$ cat src/rtl/horner_poly_eval_if.sv
// Operand/result bundle between the switch/LED board top and the evaluator.
interface horner_poly_eval_if #(parameter int WIDTH = 8);
    logic             go;
    logic [WIDTH-1:0] data_in;
    logic [WIDTH-1:0] data_result;
    logic             overflow;
    logic             busy;
    logic             done;
    logic [3:0]       load_idx;

    modport master (output go, data_in,
                    input  data_result, overflow, busy, done, load_idx);
    modport slave  (input  go, data_in,
                    output data_result, overflow, busy, done, load_idx);
endinterface

$ cat src/rtl/horner_poly_eval.sv
// Horner polynomial evaluator: loads c[D]..c[0] then x via the go press/release
// handshake, then alternates one multiply and one add per cycle until y is formed.
module horner_poly_eval #(
    parameter int WIDTH  = 8,
    parameter int DEGREE = 2
) (
    input  logic              clk,
    input  logic              resetn,
    horner_poly_eval_if.slave bus
);
    typedef enum logic [2:0] {
        S_LOAD_COEF, S_LOAD_COEF_WAIT, S_LOAD_X, S_LOAD_X_WAIT, S_MUL, S_ADD, S_DONE
    } state_t;

    localparam logic [3:0] DEG = 4'(DEGREE);

    state_t                    state, state_nxt;
    logic [DEGREE:0][WIDTH-1:0] coef;
    logic [WIDTH-1:0]          x, acc, coef_k, result;
    logic [3:0]                idx, k;
    logic                      ovf_acc, ovf_r, done_r;
    logic [2*WIDTH-1:0]        prod;
    logic [WIDTH:0]            sum;

    // Single shared multiplier and adder; upper product bits / carry feed overflow.
    assign prod = (2*WIDTH)'(acc) * (2*WIDTH)'(x);
    assign sum  = {1'b0, acc} + {1'b0, coef_k};

    // Coefficient select for the current Horner step.
    always_comb begin
        coef_k = '0;
        for (int i = 0; i <= DEGREE; i++)
            if (k == 4'(i)) coef_k = coef[i];
    end

    // State register.
    always_ff @(posedge clk) begin
        if (!resetn) state <= S_LOAD_COEF;
        else         state <= state_nxt;
    end

    // Next-state logic: each operand needs a press then a full release of go.
    always_comb begin
        state_nxt = state;
        case (state)
            S_LOAD_COEF:      if (bus.go)  state_nxt = S_LOAD_COEF_WAIT;
            S_LOAD_COEF_WAIT: if (!bus.go) state_nxt = (idx == 4'd0) ? S_LOAD_X : S_LOAD_COEF;
            S_LOAD_X:         if (bus.go)  state_nxt = S_LOAD_X_WAIT;
            S_LOAD_X_WAIT:    if (!bus.go) state_nxt = S_MUL;
            S_MUL:            state_nxt = S_ADD;
            S_ADD:            state_nxt = (k == 4'd0) ? S_DONE : S_MUL;
            S_DONE:           state_nxt = S_LOAD_COEF;
            default:          state_nxt = S_LOAD_COEF;
        endcase
    end

    // Operand capture and Horner datapath. The result register is written on the
    // final add so data_result and done become visible together in S_DONE.
    always_ff @(posedge clk) begin
        if (!resetn) begin
            coef    <= '0;
            x       <= '0;
            acc     <= '0;
            idx     <= DEG;
            k       <= '0;
            ovf_acc <= 1'b0;
            result  <= '0;
            ovf_r   <= 1'b0;
            done_r  <= 1'b0;
        end else begin
            done_r <= 1'b0;
            case (state)
                S_LOAD_COEF: begin
                    for (int i = 0; i <= DEGREE; i++)
                        if (idx == 4'(i)) coef[i] <= bus.data_in;
                end
                S_LOAD_COEF_WAIT: if (!bus.go && idx != 4'd0) idx <= idx - 4'd1;
                S_LOAD_X: x <= bus.data_in;
                S_LOAD_X_WAIT: begin
                    if (!bus.go) begin
                        acc     <= coef[DEGREE];
                        ovf_acc <= 1'b0;
                        k       <= DEG - 4'd1;
                    end
                end
                S_MUL: begin
                    acc     <= prod[WIDTH-1:0];
                    ovf_acc <= ovf_acc | (|prod[2*WIDTH-1:WIDTH]);
                end
                S_ADD: begin
                    acc     <= sum[WIDTH-1:0];
                    ovf_acc <= ovf_acc | sum[WIDTH];
                    if (k == 4'd0) begin
                        result <= sum[WIDTH-1:0];
                        ovf_r  <= ovf_acc | sum[WIDTH];
                        done_r <= 1'b1;
                    end else begin
                        k <= k - 4'd1;
                    end
                end
                S_DONE:  idx <= DEG;
                default: idx <= DEG;
            endcase
        end
    end

    assign bus.data_result = result;
    assign bus.overflow    = ovf_r;
    assign bus.done        = done_r;
    assign bus.busy        = (state == S_MUL) || (state == S_ADD) || (state == S_DONE);
    assign bus.load_idx    = (state == S_LOAD_COEF || state == S_LOAD_COEF_WAIT) ? idx : 4'hF;
endmodule
$ cat src/flat_wrapper.sv
// flat-port wrapper written by rule: the top's interface ports become plain ports
module horner_poly_eval_flat 
#(
    parameter int WIDTH  = 8,
    parameter int DEGREE = 2
)
  (clk, resetn, bus_go, bus_data_in, bus_data_result, bus_overflow, bus_busy, bus_done, bus_load_idx);
  horner_poly_eval_if #(.WIDTH(WIDTH)) bus_i ();
  input  logic clk;
  input  logic resetn;
  input wire logic [$bits(bus_i.go)-1:0] bus_go;
  input wire logic [$bits(bus_i.data_in)-1:0] bus_data_in;
  output wire logic [$bits(bus_i.data_result)-1:0] bus_data_result;
  output wire logic [$bits(bus_i.overflow)-1:0] bus_overflow;
  output wire logic [$bits(bus_i.busy)-1:0] bus_busy;
  output wire logic [$bits(bus_i.done)-1:0] bus_done;
  output wire logic [$bits(bus_i.load_idx)-1:0] bus_load_idx;
  assign bus_i.go = bus_go;
  assign bus_i.data_in = bus_data_in;
  assign bus_data_result = bus_i.data_result;
  assign bus_overflow = bus_i.overflow;
  assign bus_busy = bus_i.busy;
  assign bus_done = bus_i.done;
  assign bus_load_idx = bus_i.load_idx;
  horner_poly_eval #(.WIDTH(WIDTH), .DEGREE(DEGREE)) u_core (.clk(clk), .resetn(resetn), .bus(bus_i));
endmodule
$ cat config.mk
export PLATFORM = sky130hd
export DESIGN_NAME = horner_poly_eval_flat
export DESIGN_NICKNAME = d
export VERILOG_FILES = /design/src/rtl/horner_poly_eval_if.sv /design/src/rtl/horner_poly_eval.sv /design/src/flat_wrapper.sv
export SDC_FILE = /design/constraint.sdc
export NUM_CORES = 1
export LEC_CHECK = 0
export CAP_MARGIN = 20
export CORE_MARGIN = 1
export CORE_UTILIZATION = 65
export CTS_BUF_LIST = sky130_fd_sc_hd__clkbuf_4
export DETAILED_ROUTE_END_ITERATION = 10
export MAX_ROUTING_LAYER = met4
export PLACE_DENSITY_LB_ADDON = 0.3
export SLEW_MARGIN = 40
export SYNTH_ARGS = -nofsm -noshare
export SYNTH_HDL_FRONTEND = slang
export SYNTH_SLANG_ARGS = --single-unit
export TNS_END_PERCENT = 10
$ cat constraint.sdc
create_clock -name clk -period 11.05 [get_ports clk]
set_clock_uncertainty 0.05 [all_clocks]
set_input_delay 2.21 -clock clk [delete_from_list [all_inputs] [get_ports clk]]
set_output_delay 2.21 -clock clk [all_outputs]
set_load 0.05 [all_outputs]
==> run_results.csv, run 1 <==
group,metric,value,unit
setup_path,crit_required,11.31,ns
sta,fin_tns_setup,0,ns
route,wl_per_cell,16.7,microns
outcome,outcome,"complete, no violations",
pwr,power_density,81.9,nW/um^2
pwr,pwr-share-clk,0.389,
synth,synth_cell_types,59,
route,drc_errors,0,
pwr,p_int,0.341,mW
cells_and_area,final_cell_mix,"nand2_1, inv_1, dfxtp_1",
global_routing,gr-total-overflow,0,
global_routing,grt_usage,0.317,
route,drtIter0Drc,223,
sta,fmax,200,MHz
cells_and_area,nets,754,
synth,yosysWarnings,0,
sta,rsz0062_at_grt,"false",
setup_path,cp-start-kind,"flip-flop",
clock_tree,cts_buffers,9,
clock_tree,postCtsSetupBuffers,0,
synth,synth.avg_cell_area,8.18,sq um
global_routing,grt_max_degree,66,
sta,report.final.slew_viol_count,0,
cells_and_area,nFillCells,628,
clock_tree,cts-root-to-sink-buffers,2,
sta,finalHoldViolCount,0,
pwr,seqPwrFrac,0.505,
synth,synth_top_family_by_area,"adder cells",
route,ant_nets,0,
die,initial_core_util,0.683,
pwr,p_switching,0.132,mW
cells_and_area,seq_area,1240,sq um
setup_path,critPathMostFrequentCell,"fa_1",
clock_tree,clock_sinks,62,
pwr,power_frac_comb,0.106,
job,drv_cap,0,
synth,synthFlopType,"dfxtp_1",
cells_and_area,area_delta_synth_final,7.78,%
sta,min_period,5.01,ns
synth,synth.ff_latch_count,62,
global_routing,antenna_found_initial,0,
clock_tree,cts_hold_buffers,0,
pwr,leakage,2.47,nW
placement,portBuffers,25,
setup_path,critPathKind,"flip-flop to flip-flop",
clock_tree,cts_resized,0,
route,via_per_inst,5.91,
route,finalWirelength,12700,microns
cells_and_area,layout_commonest_cell,"nand2_1",
die,dieWidth,92.8,microns
setup_path,cp_max_fo,11,
route,dr.pass1.iters,6,
setup_path,crit_path_end_kind,"flip-flop",
setup_path,critPathSlowestCell,"dfxtp_1",
setup_path,crit_chain,"nand2_1 > fa_1 > fa_1 > inv_1 > fa_1 > inv_1 > fa_1 > inv_1 > ha_1 > a21oi_2 > a21oi_1 > or4_4 > a2111oi_4 > nand3_1 > a2111oi_2 > o21ai_1",
synth,syn_nets,754,
placement,place.gp.congestion,0.895,
synth,synthArstFlopShare,0,
setup_path,r2r_setup_slack,6.04,ns
cells_and_area,drive_above_1_share,0.0470,
die,rows,32,
setup_path,critical_path.max_stage_delay,0.55,ns
sta,max_slew_margin,0.486,
clock_tree,clkTransAtPathRegs,0.12,ns
synth,synth_compound_area_frac,0.194,
synth,syn-instance-count,655,
cells_and_area,multi_input_area,3750,sq um
die,dieArea,8610,sq um
pwr,total_power,0.473,mW
sta,tightest_slew,0.769,ns
die,num_io_pins,26,
clock_tree,insertion_delay,0.42,ns
die,core-area,7850,sq um
sta,period_share,0.453,
global_routing,first_global_vias,4443,
placement,hpwl,9990,microns
cells_and_area,n_antenna_cell,0,
synth,syn_area,5360,sq um
clock_tree,cts-root-buf,"clkbuf_4",
synth,synth-adder-area-share,0.257,
route,num_vias,4507,
synth,ys_seq_area_frac,0.232,
die,die-height,92.8,microns
placement,placed_cells,746,
hold_path,hold_class,"flip-flop to flip-flop",
clock_tree,htreeDepth,3,
pwr,swShare,0.279,
synth,synth-edff-count,0,
synth,synth_mux_area_frac,0.00771,
synth,synth_xor_area_frac,0.0262,
clock_tree,cts_tree,"yes",
pwr,irDropWorstVdd,99.5,uV
cells_and_area,final_cells,762,
synth,synthSimpleGateAreaFrac,0.214,
setup_path,crit_arrival,5.26,ns
global_routing,grt_pass1_wl,20800,microns
sta,setup_viol,0,
==> per-stage QoR <==
stage / cell area [sq um] / worst slack, ns / hold slack (ns) / utilization
3_3_place_gp: 5600 / 6.23 / 0.392 / 0.714
5_1_grt: 5770 / 5.77 / 0.439 / 0.736
4_1_cts: 5770 / 6.02 / 0.417 / 0.735
3_5_place_dp: 5610 / 6.03 / 0.399 / 0.714
6_report: 5770 / 6.04 / 0.414 / 0.736
2_1_floorplan: 5360 / 6.32 / 0.385 / -
==> power by group through the flow <==
stage	Clock, mW	Combinational [mW]	Sequential [mW]
2_1_floorplan	0	0.0369	0.238
3_3_place_gp	0	0.0476	0.243
3_5_place_dp	0	0.0489	0.244
4_1_cts	0.186	0.0492	0.239
5_1_grt	0.197	0.0543	0.240
6_report	0.184	0.0499	0.239
==> critical path, delay by kind of cell, from the launching register on <==
kind / cells / cell delay [ns]
AO/OA/AOI/OAI: 5 / 0.85
flip-flops: 1 / 0.55
buffers and inverters: 3 / 0.16
adder cells (fa/ha/maj): 5 / 2.52
AND/OR/NAND/NOR: 3 / 0.77
==> path summary, 6_finish.rpt <==
check	startpoint	to	cells after the start
min	u_core.bus.data_result[4]	u_core.bus.data_result[4]	2
min reg2reg	u_core.bus.data_result[4]	u_core.bus.data_result[4]	2
max reg2reg	u_core.acc[1]	u_core.ovf_acc	16
max	u_core.acc[1]	u_core.ovf_acc	16
==> logic make-up (layout without fill, tap and decap cells) <==
group                    after synthesis  in the layout
flip-flops                            62             62
AND/OR/NAND/NOR                      243            243
multiplexers                           4              4
XOR/XNOR                              16             16
AO/OA/AOI/OAI                        143            143
adder cells (fa/ha/maj)               88             88
buffers and inverters                 99            104
==> final cells by class <==
| class | instances | share of cell area |
|---|---|---|
| Sequential cell | 62 | 0.215 |
| Timing Repair Buffer | 26 | 0.0446 |
| Clock inverter | 7 | 0.0169 |
| Inverter | 62 | 0.0403 |
| Multi-Input combinational cell | 494 | 0.649 |
| Clock buffer | 9 | 0.0117 |
| Tap cell | 102 | 0.0221 |
==> sequential cells by signal (all words and copies together) (netlist names) <==
signal and cells:
u_core.state 3, u_core.bus.data_result 8, u_core.x 8, u_core.bus.overflow 1, u_core.k 4, u_core.bus.done 1, u_core.idx 4, u_core.acc 8
u_core.ovf_acc 1, u_core.coef 24
==> layer usage <==
layer | vias to the layer above | global-route usage | wire (microns)
li1 | 2206 | - | -
met1 | 2117 | 0.370 | 5230
met2 | 153 | 0.534 | 6450
met3 | 31 | 0.0460 | 650
met4 | 0 | 0.155 | 403
met5 | - | - | 0
==> synthesized netlist by cell type (all sizes together), types with 3 or more instances <==
| master | count | share of area |
|---|---|---|
| nand2 | 103 | 0.072 |
| dfxtp | 62 | 0.23 |
| inv | 62 | 0.043 |
| ha | 51 | 0.12 |
| and2 | 40 | 0.047 |
| a21boi | 38 | 0.053 |
| fa | 37 | 0.14 |
| nor2 | 35 | 0.025 |
| nand3 | 33 | 0.031 |
| clkbuf | 32 | 0.022 |
| o21ai | 32 | 0.030 |
| a21oi | 18 | 0.018 |
| xnor2 | 11 | 0.018 |
| a211oi | 9 | 0.014 |
| a22oi | 8 | 0.011 |
| nor2b | 7 | 0.0082 |
| a21o | 6 | 0.0084 |
| o21bai | 6 | 0.0084 |
| buf | 5 | 0.0040 |
| xor2 | 5 | 0.0082 |
| nand2b | 4 | 0.0047 |
| nor3 | 4 | 0.0037 |
| a2111oi | 3 | 0.011 |
| a211o | 3 | 0.0049 |
| mux2i | 3 | 0.0056 |
| nand4 | 3 | 0.0035 |
| nor3b | 3 | 0.0042 |
| nor4 | 3 | 0.0035 |
| o211ai | 3 | 0.0051 |
| o21a | 3 | 0.0042 |
Power figures use the tool's default switching activity.
==> run 2, diff against run 1 <==
CORE_UTILIZATION = 63   (was 65)
clock period = 5.04 ns   (was 11.05 ns; I/O delays follow)
==> run_results.csv, run 2 (synthesis results as in run 1) <==
group,metric,value,unit
setup_path,critPathMostFrequentCell,"fa_1",
global_routing,antenna_found_initial,0,
cells_and_area,regMostFlops,"u_core.coef",
die,die-height,94.2,microns
global_routing,grt_max_degree,66,
setup_path,cp_max_fo,6,
setup_path,crit_arrival,5.04,ns
clock_tree,cts-root-buf,"clkbuf_4",
sta,max_slew_margin,0.502,
sta,report.final.slew_viol_count,0,
cells_and_area,nFillCells,683,
clock_tree,postCtsSetupBuffers,0,
pwr,p_switching,0.303,mW
clock_tree,cts-root-to-sink-buffers,2,
cells_and_area,final_cell_mix,"nand2_1, inv_1, dfxtp_1",
setup_path,critPathSlowestCell,"fa_1",
setup_path,cp-start-kind,"flip-flop",
setup_path,crit_path_end_kind,"flip-flop",
clock_tree,clock_sinks,62,
route,drc_errors,0,
global_routing,first_global_vias,4365,
placement,place.gp.congestion,0.936,
global_routing,grt_pass1_wl,21000,microns
clock_tree,htreeDepth,3,
die,core-area,8220,sq um
sta,setup_ws,0.262,ns
pwr,swShare,0.287,
sta,period_share,0.948,
pwr,irDropWorstVdd,196,uV
job,drv_cap,0,
sta,fin_tns_setup,0,ns
die,dieArea,8870,sq um
die,initial_core_util,0.652,
die,num_io_pins,26,
setup_path,crit_chain,"buf_4 > nand2_1 > fa_1 > fa_1 > fa_1 > inv_1 > fa_1 > ha_1 > nand2b_1 > a21oi_1 > or4_4 > a2111oi_4 > nand3_1 > a2111oi_2 > o21ai_1",
placement,portBuffers,25,
route,num_vias,4580,
clock_tree,insertion_delay,0.41,ns
cells_and_area,largest_reg_flops,24,
pwr,power_frac_comb,0.108,
sta,whs,0.413,ns
die,dieWidth,94.2,microns
setup_path,critical-path-top-delay-family,"adder cells",
cells_and_area,layout_commonest_cell,"nand2_1",
cells_and_area,area_delta_synth_final,9.76,%
setup_path,crit_required,5.30,ns
setup_path,critPathKind,"flip-flop to flip-flop",
clock_tree,cts_buffers,9,
clock_tree,clkTransAtPathRegs,0.13,ns
sta,finalHoldViolCount,0,
cells_and_area,drive_above_1_share,0.0731,
setup_path,critical_path.max_stage_delay,0.56,ns
route,finalWirelength,12900,microns
sta,min_period,4.78,ns
cells_and_area,n_antenna_cell,0,
pwr,power_density,180,nW/um^2
route,drtIter0Drc,234,
route,ant_nets,0,
sta,setup_viol,0,
placement,dpl_worst_slack,0.148,ns
sta,fmax,209,MHz
die,rows,33,
pwr,pwr-share-clk,0.398,
placement,hpwl,10000,microns
cells_and_area,nets,764,
global_routing,gr-total-overflow,0,
route,via_per_inst,5.91,
route,dr.pass1.iters,4,
pwr,p_int,0.754,mW
sta,rsz0062_at_grt,"false",
setup_path,crit_buf_inv,2,
sta,tightest_slew,0.745,ns
global_routing,grt_usage,0.317,
clock_tree,cts_tree,"yes",
pwr,seqPwrFrac,0.495,
hold_path,hold_class,"flip-flop to flip-flop",
pwr,leakage,2.53,nW
route,wl_per_cell,16.6,microns
outcome,outcome,"complete, no violations",
==> run 2: cell types whose count changed in the layout (fill, tap and decap cells not counted), sizes merged <==
cell,previous run,this run
buf,1,11
clkinvlp,2,0
inv,63,65
==> run 2: final timing paths <==
path | cells past startpoint | from | slack [ns] | end
min | 2 | u_core.coef[9] | 0.41 | u_core.coef[9]
max reg2reg | 15 | u_core.acc[5] | 0.26 | u_core.ovf_acc
max | 15 | u_core.acc[5] | 0.26 | u_core.ovf_acc
min reg2reg | 2 | u_core.coef[9] | 0.41 | u_core.coef[9]
==> run 2: cell type report <==
class,count,area [sq um],area share
timing repair buffer,36,333,0.0566
inverter,62,233,0.0396
clock buffer,9,67.6,0.0115
multi-input combinational,494,3760,0.640
tap,105,131,0.0223
clock inverter,7,104,0.0177
sequential,62,1250,0.212
==> run 2: tightest hold or removal path, delay by kind of cell (launching register included) <==
kind            cells  cell delay, ns
compound gates      1            0.05
flops               1            0.33
simple gates        1            0.05
==> run 2: what timing repair did <==
action,4_1_cts,5_1_grt
resized for setup,0,7
endpoints found under the setup margin,0,1
hold buffers,0,0
==> run 2: per-stage QoR <==
step	cells	power, mW	instance area [sq um]	util
floorplan	655	0.604	5360	-
global placement	759	0.641	5680	0.691
detailed placement	759	0.645	5690	0.692
CTS	775	1.06	5860	0.713
global route	775	1.10	5880	0.716
finish	775	1.06	5880	0.716
==> run 2: power by group through the flow <==
stage | Clock (mW) | Sequential, mW | Combinational, mW
finish | 0.420 | 0.523 | 0.114
global route | 0.447 | 0.525 | 0.123
CTS | 0.424 | 0.522 | 0.113
detailed placement | 0 | 0.533 | 0.112
global placement | 0 | 0.532 | 0.109
floorplan | 0 | 0.523 | 0.0808
==> run 2: metal layers <==
metal | GRT usage | part of all wire
met2 | 0.539 | 0.51
met3 | 0.0437 | 0.042
met5 | - | 0
met1 | 0.392 | 0.43
met4 | 0.0936 | 0.023
